**src/rtl/rail_pkg.sv**
```systemverilog
// Shared state encodings, weather codes and vote thresholds for the level-crossing controllers.
package rail_pkg;

   localparam logic [2:0] IDLE     = 3'd0;
   localparam logic [2:0] WARN     = 3'd1;
   localparam logic [2:0] LOWERING = 3'd2;
   localparam logic [2:0] CLOSED   = 3'd3;
   localparam logic [2:0] CLEARING = 3'd4;
   localparam logic [2:0] RAISING  = 3'd5;

   localparam logic [1:0] WX_CLEAR     = 2'b00;
   localparam logic [1:0] WX_RAIN      = 2'b01;
   localparam logic [1:0] WX_STORM     = 2'b10;
   localparam logic [1:0] WX_STORM_FOG = 2'b11;

   // In storm weather a single sensor is trusted; otherwise two must agree.
   localparam logic [1:0] THR_NORMAL = 2'd2;
   localparam logic [1:0] THR_STORM  = 2'd1;

   function automatic logic [1:0] popcount3(input logic [2:0] bits);
      return {1'b0, bits[0]} + {1'b0, bits[1]} + {1'b0, bits[2]};
   endfunction

endpackage

```
**src/rtl/sensor_debounce.sv**
```systemverilog
// Two-flop synchroniser followed by a stability filter: the output follows the
// synced input only after DEBOUNCE_CYC consecutive equal samples.
module sensor_debounce #(
   parameter int DEBOUNCE_CYC = 4
) (
   input  logic clk,
   input  logic rst_n,
   input  logic din,
   output logic filt
);

   localparam int CNT_W = $clog2(DEBOUNCE_CYC + 1);

   logic             sync1;
   logic             sync2;
   logic [CNT_W-1:0] cnt;

   // Synchronise, then count consecutive samples that differ from the filtered value.
   always_ff @(posedge clk or negedge rst_n) begin
      if (!rst_n) begin
         sync1 <= 1'b0;
         sync2 <= 1'b0;
         cnt   <= '0;
         filt  <= 1'b0;
      end else begin
         sync1 <= din;
         sync2 <= sync1;
         if (sync2 == filt) begin
            cnt <= '0;
         end else if (cnt == CNT_W'(DEBOUNCE_CYC - 1)) begin
            filt <= sync2;
            cnt  <= '0;
         end else begin
            cnt <= cnt + CNT_W'(1);
         end
      end
   end

endmodule

```
**src/rtl/crossing_gate_fsm.sv**
```systemverilog
// Single level-crossing gate controller: sensor voting, warn/lower/hold/clear/raise
// sequencing, persistent sensor-disagreement flag and a saturating passage counter.
module crossing_gate_fsm
   import rail_pkg::*;
#(
   parameter int DEBOUNCE_CYC = 4,
   parameter int WARN_CYC     = 50,
   parameter int LOWER_CYC    = 100,
   parameter int CLEAR_CYC    = 50,
   parameter int RAISE_CYC    = 100,
   parameter int FAULT_CYC    = 200,
   parameter int TIMER_W      = 16
) (
   input  logic       clk_50mhz,
   input  logic       rst_n,
   input  logic       ir_sensor,
   input  logic       vib_sensor,
   input  logic       rfid_valid,
   input  logic       emergency,
   input  logic [1:0] weather_mode,
   output logic       barrier_down,
   output logic       red_light,
   output logic       yellow_light,
   output logic       alarm_sound,
   output logic [2:0] state_out,
   output logic       sensor_fault,
   output logic [7:0] train_count
);

   localparam logic [TIMER_W-1:0] WARN_T   = TIMER_W'(WARN_CYC);
   localparam logic [TIMER_W-1:0] WARN_T2  = TIMER_W'(2 * WARN_CYC);
   localparam logic [TIMER_W-1:0] LOWER_T  = TIMER_W'(LOWER_CYC);
   localparam logic [TIMER_W-1:0] CLEAR_T  = TIMER_W'(CLEAR_CYC);
   localparam logic [TIMER_W-1:0] RAISE_T  = TIMER_W'(RAISE_CYC);
   localparam logic [TIMER_W-1:0] TIMER_1  = TIMER_W'(1);
   localparam int                 FC_W     = $clog2(FAULT_CYC + 1);

   logic [2:0]         filt_bits;
   logic               em_sync1;
   logic               em_sync2;
   logic               occupied;
   logic [2:0]         state;
   logic [2:0]         state_nx;
   logic [TIMER_W-1:0] timer;
   logic [TIMER_W-1:0] timer_nx;
   logic [TIMER_W-1:0] warn_load;
   logic               count_inc;
   logic [FC_W-1:0]    fault_cnt;
   logic               sensors_agree;

   sensor_debounce #(.DEBOUNCE_CYC(DEBOUNCE_CYC)) u_ir   (.clk(clk_50mhz), .rst_n(rst_n), .din(ir_sensor),  .filt(filt_bits[0]));
   sensor_debounce #(.DEBOUNCE_CYC(DEBOUNCE_CYC)) u_vib  (.clk(clk_50mhz), .rst_n(rst_n), .din(vib_sensor), .filt(filt_bits[1]));
   sensor_debounce #(.DEBOUNCE_CYC(DEBOUNCE_CYC)) u_rfid (.clk(clk_50mhz), .rst_n(rst_n), .din(rfid_valid), .filt(filt_bits[2]));

   assign occupied      = popcount3(filt_bits) >= (weather_mode[1] ? THR_STORM : THR_NORMAL);
   assign warn_load     = (weather_mode != WX_CLEAR) ? WARN_T2 : WARN_T;
   assign sensors_agree = (&filt_bits) | ~(|filt_bits);
   assign state_out     = state;

   // Next-state and phase-timer logic; emergency is checked before occupancy everywhere.
   always_comb begin
      state_nx  = state;
      timer_nx  = (timer != '0) ? timer - TIMER_1 : '0;
      count_inc = 1'b0;
      case (state)
         IDLE: begin
            if (em_sync2) begin
               state_nx = LOWERING; timer_nx = LOWER_T;
            end else if (occupied) begin
               state_nx = WARN;     timer_nx = warn_load;
            end else begin
               state_nx = IDLE;
            end
         end
         WARN: begin
            if (em_sync2 || timer == TIMER_1) begin
               state_nx = LOWERING; timer_nx = LOWER_T;
            end else begin
               state_nx = WARN;
            end
         end
         LOWERING: begin
            if (timer == TIMER_1) begin
               state_nx = CLOSED;   timer_nx = '0;
            end else begin
               state_nx = LOWERING;
            end
         end
         CLOSED: begin
            if (!occupied && !em_sync2) begin
               state_nx = CLEARING; timer_nx = CLEAR_T;
            end else begin
               state_nx = CLOSED;
            end
         end
         CLEARING: begin
            if (occupied || em_sync2) begin
               state_nx = CLOSED;   timer_nx = '0;
            end else if (timer == TIMER_1) begin
               state_nx = RAISING;  timer_nx = RAISE_T; count_inc = 1'b1;
            end else begin
               state_nx = CLEARING;
            end
         end
         RAISING: begin
            if (occupied || em_sync2) begin
               state_nx = LOWERING; timer_nx = LOWER_T;
            end else if (timer == TIMER_1) begin
               state_nx = IDLE;     timer_nx = '0;
            end else begin
               state_nx = RAISING;
            end
         end
         default: begin
            state_nx = LOWERING; timer_nx = LOWER_T;
         end
      endcase
   end

   // State, timer, emergency synchroniser and passage counter.
   always_ff @(posedge clk_50mhz or negedge rst_n) begin
      if (!rst_n) begin
         state       <= IDLE;
         timer       <= '0;
         em_sync1    <= 1'b0;
         em_sync2    <= 1'b0;
         train_count <= 8'd0;
      end else begin
         state    <= state_nx;
         timer    <= timer_nx;
         em_sync1 <= emergency;
         em_sync2 <= em_sync1;
         if (count_inc && train_count != 8'hFF) begin
            train_count <= train_count + 8'd1;
         end
      end
   end

   // Disagreement persistence counter; the flag drops on the cycle after the sensors agree.
   always_ff @(posedge clk_50mhz or negedge rst_n) begin
      if (!rst_n) begin
         fault_cnt    <= '0;
         sensor_fault <= 1'b0;
      end else if (sensors_agree) begin
         fault_cnt    <= '0;
         sensor_fault <= 1'b0;
      end else begin
         if (fault_cnt != FC_W'(FAULT_CYC)) begin
            fault_cnt <= fault_cnt + FC_W'(1);
         end
         sensor_fault <= (fault_cnt >= FC_W'(FAULT_CYC - 1));
      end
   end

   // Lamp, alarm and barrier decode of the current state.
   always_comb begin
      barrier_down = 1'b0;
      red_light    = 1'b0;
      yellow_light = 1'b0;
      alarm_sound  = 1'b0;
      case (state)
         IDLE:     begin end
         WARN:     begin yellow_light = 1'b1; alarm_sound = 1'b1; end
         LOWERING: begin red_light = 1'b1; alarm_sound = 1'b1; barrier_down = 1'b1; end
         CLOSED:   begin red_light = 1'b1; alarm_sound = 1'b1; barrier_down = 1'b1; end
         CLEARING: begin red_light = 1'b1; barrier_down = 1'b1; end
         RAISING:  begin yellow_light = 1'b1; end
         default:  begin red_light = 1'b1; alarm_sound = 1'b1; barrier_down = 1'b1; end
      endcase
   end

endmodule

```
**config.mk**
```make
export PLATFORM = sky130hd
export DESIGN_NAME = crossing_gate_fsm
export DESIGN_NICKNAME = d
export VERILOG_FILES = /design/src/rtl/rail_pkg.sv /design/src/rtl/sensor_debounce.sv /design/src/rtl/crossing_gate_fsm.sv
export SDC_FILE = /design/constraint.sdc
export NUM_CORES = 1
export LEC_CHECK = 0
export ABC_CLOCK_PERIOD_IN_PS = 2530
export BUFFER_PORTS_ARGS = -buffer_cell sky130_fd_sc_hd__buf_2
export CAP_MARGIN = 5
export CORE_UTILIZATION = 54
export DETAILED_ROUTE_END_ITERATION = 10
export HOLD_SLACK_MARGIN = 0.12
export PLACE_DENSITY = 0.76
export SYNTH_ARGS = -nofsm -noshare
export SYNTH_HDL_FRONTEND = slang
export SYNTH_SLANG_ARGS = --single-unit
```
**constraint.sdc**
```tcl
create_clock -name clk_50mhz -period 2.53 [get_ports clk_50mhz]
set_input_delay 0.253 -clock clk_50mhz [delete_from_list [all_inputs] [get_ports clk_50mhz]]
set_output_delay 0.253 -clock clk_50mhz [all_outputs]
set_load 0.02 [all_outputs]
```
==> results.yml <==
grt:
  grt_antenna_before_repair: 0
  grt_first_pass_wirelength_mm: 11.0
  number_of_global_route_vias_before_repair: 2387
  grt-ovfl-total: 0
  globalRouteTotalUtil_pct: 23.6
  maximum_number_of_pins_on_one_net_before_global_route_repair: 31
finish:
  final_core_utilization_pct: 68.8
  syn_to_final_growth_pct: 19.0
  final_nets: 374
  num_antenna_cells: 0
  layout-drive-gt1-share_pct: 23.4
route:
  drt_iter0_markers: 195
  routed_via_density: 5.78
  drtAntennaViolNets: 0
  route.final.wire_length_mm: 6.48
  post-route-drc-count: 0
  routed_vias: 2456
  avgRoutedWirePerCell_um: 15.3
  drt-pass1-iter-count: 5
placed_design:
  hpwl_mm: 4.32
  routabilityCongestion: 0.901
  placement.io_buffers: 23
die:
  boundaryPins: 24
  core_um2: 5240
  fp-row-count: 26
  dieWidth_um: 76.9
  die_height_um: 76.9
  initial_core_util_pct: 57.8
  die_area_um2: 5910
sta:
  unrepaired_setup_endpoints_after_global_routing: "true"
  final_max_slew_viol_count: 0
  final.hold.worst_slack_ns: 0.371
  tightestPinTransition_ns: 0.644
  timing.setup.tns_ns: -0.0699
  slew_headroom_pct: 56.7
  final.setup.worst_slack_ns: -0.0395
  finalSetupViolCount: 5
  post-route-min-period_ns: 2.57
  clock-skew-final_ns: 0.0136
  layout_worst_path_cycle_share_pct: 102
  hold_violations: 0
  fmax_mhz: 389
power_and_ir_drop:
  cellLeakagePower_nw: 1.66
  power-per-cell-area_nw_per_um2: 1070
  fin_total_pwr_mw: 3.85
  peak_vdd_ir_mv: 0.600
setup_path:
  worstPathBufferInverterCount: 1
  crit_slowest_cell: "sky130_fd_sc_hd__fa_1"
  path_class: "reg -> reg"
  crit_path_max_fanout: 4
  worstPathRequired_ns: 2.73
  cp_cell_sequence: "inv_2, fa_1, ha_1, nand2b_4, a2111oi_4, and3_4, nand2_2, mux2_4"
  crit_arrival_ns: 2.77
  timing.critical_path.to_type: "flop"
  r2r_cells: 8
  timing.critical_path.from_type: "flop"
  cp_top_family: "adder cells"
  worst-path-stages: 8
  critPathMaxStageDelay_ns: 0.53
synth:
  yosys_most_used_dff: "sky130_fd_sc_hd__dfrtp_1"
  syn_area_um2: 3030
  synth.area.top_cells: "sky130_fd_sc_hd__dfrtp_1, sky130_fd_sc_hd__xnor2_1, sky130_fd_sc_hd__ha_1"
  synth.lib_cells_used.distinct: 52
  synth_enable_flop_cells: 0
  synthArstFlopShare_pct: 100
  yosys_register_bits: 56
  synthDominantAreaCellType: "sky130_fd_sc_hd__dfrtp_1"
  synth-seq-area-share_pct: 46.3
  netlist.area_leader.share_pct: 46.3
  synth_warnings: 0
  syn_inst: 303
  synth.net_count: 323
  postSynthAreaPerCell_um2: 9.99
clocking:
  cts_buffers: 5
  cts_sinks: 56
  ctsLongestPathBuffers: 2
  cts.reportedPaths.clkPinSlew_ns: 0.11
  tritoncts: "yes"
  cts_root_buf: "sky130_fd_sc_hd__clkbuf_8"
  worst_skew_pair.late_latency_ns: 0.32
  h-tree-depth: 2
status:
  outcome: "finished with violations"
  failed_checks: "negative setup slack"
worst_hold_path:
  min_path_type: "reg -> reg"
  min_path_cells: 0
run:
  drv.max_cap_violation_count: 0
worst register-to-register path: stages, from the launching register on:
cell and delay [ns]:
sky130_fd_sc_hd__dfrtp_1 0.41, sky130_fd_sc_hd__inv_2 0.07, sky130_fd_sc_hd__fa_1 0.53, sky130_fd_sc_hd__ha_1 0.22
sky130_fd_sc_hd__nand2b_4 0.18, sky130_fd_sc_hd__a2111oi_4 0.37, sky130_fd_sc_hd__and3_4 0.29, sky130_fd_sc_hd__nand2_2 0.08
sky130_fd_sc_hd__mux2_4 0.30
repair_timing:
item,in CTS,in global routing
setup endpoints to repair,20,22
gates resized for setup,10,4
hold endpoints to repair,60,0
pin swaps,2,4
hold buffers,5,0
gates cloned,0,1
setup buffers,1,2
Yosys cell counts (4+ instances only):
cell type and instances:
sky130_fd_sc_hd__and3_1 9, sky130_fd_sc_hd__dfrtp_1 56, sky130_fd_sc_hd__nor4_1 6, sky130_fd_sc_hd__xor2_1 8, sky130_fd_sc_hd__and3b_1 5, sky130_fd_sc_hd__ha_1 11
sky130_fd_sc_hd__nand4_1 4, sky130_fd_sc_hd__inv_1 12, sky130_fd_sc_hd__nor3b_1 7, sky130_fd_sc_hd__nand2_1 23, sky130_fd_sc_hd__nor3_1 8, sky130_fd_sc_hd__nand3_1 18
sky130_fd_sc_hd__nor2_1 30, sky130_fd_sc_hd__clkbuf_1 6, sky130_fd_sc_hd__nand2b_1 4, sky130_fd_sc_hd__o21ai_0 10, sky130_fd_sc_hd__xnor2_1 20, sky130_fd_sc_hd__a21oi_1 8
registers in the layout (all words and copies together), names as in the netlist, 3 cells and up:
register,flops
u_rfid.cnt,3
fault_cnt,8
timer,16
train_count,8
state_out,3
u_vib.cnt,3
u_ir.cnt,3
cell usage in the layout, fill, tap and decap left out, types with 4 or more instances in the layout:
cell type | netlist | routed
sky130_fd_sc_hd__ha_1 | 11 | 11
sky130_fd_sc_hd__nand3_1 | 18 | 18
sky130_fd_sc_hd__xnor2_1 | 20 | 20
sky130_fd_sc_hd__dfrtp_1 | 56 | 56
sky130_fd_sc_hd__nor4_1 | 6 | 6
sky130_fd_sc_hd__a21oi_1 | 8 | 8
sky130_fd_sc_hd__and3b_1 | 5 | 5
sky130_fd_sc_hd__dlygate4sd3_1 | 0 | 5
sky130_fd_sc_hd__xor2_1 | 8 | 8
sky130_fd_sc_hd__and3_1 | 9 | 8
sky130_fd_sc_hd__buf_2 | 0 | 23
sky130_fd_sc_hd__nand4_1 | 4 | 4
sky130_fd_sc_hd__buf_4 | 3 | 23
sky130_fd_sc_hd__nor3_1 | 8 | 8
sky130_fd_sc_hd__inv_1 | 12 | 9
sky130_fd_sc_hd__nand2_1 | 23 | 23
sky130_fd_sc_hd__nor2_1 | 30 | 30
sky130_fd_sc_hd__o21ai_0 | 10 | 9
sky130_fd_sc_hd__nor3b_1 | 7 | 7
sky130_fd_sc_hd__clkbuf_8 | 0 | 5
metrics by stage:
stage	cells	setup slack, ns	area, um2
finish	425	-0.0395	3600
global route	425	-0.119	3600
CTS	422	-0.00167	3550
detailed placement	408	-0.320	3370
global placement	408	-0.208	3370
floorplan	303	0.00146	3050
layout make-up:
cell class	instances	area, um2
clock buffer	5	68.8
multi-input combinational	227	1620
tap	70	87.6
sequential	56	1400
clock inverter	3	27.5
inverter	12	45.0
fill	410	1640
timing repair buffer	52	349
path summary, 6_finish.rpt:
path	startpoint	to	slack [ns]
setup / recovery	u_ir.filt	train_count[1]	-0.04
hold / removal	u_rfid.sync1	u_rfid.sync2	0.37
setup reg to reg	u_ir.filt	train_count[1]	-0.04
hold reg to reg	u_rfid.sync1	u_rfid.sync2	0.37
max in group asynchronous	rst_n	train_count[4]	1.76
min in group asynchronous	rst_n	em_sync2	0.45
metal layers:
metal	global-route usage [%]	part of all wire, %
met1	29.0	42
met2	41.3	51
met3	5.95	5.0
met4	5.58	1.6
met5	0	0
power by group:
group | total [mW] | internal (mW) | switching [mW]
combinational | 1.98 | 0.933 | 1.05
clock | 0.521 | 0.204 | 0.317
sequential | 1.34 | 1.11 | 0.235
total | 3.85 | 2.25 | 1.60
cell families after synthesis:
kind of cell	share of synthesized area, %
AOI/OAI and AO/OA	9.67
xor gates and xnor gates	8.10
adders and majority gates	5.21
buffers and inverters	2.98
DFF	46.3
muxes	2.27
and+or+nand+nor	25.5
No activity file was read; power rests on OpenSTA's default activity.
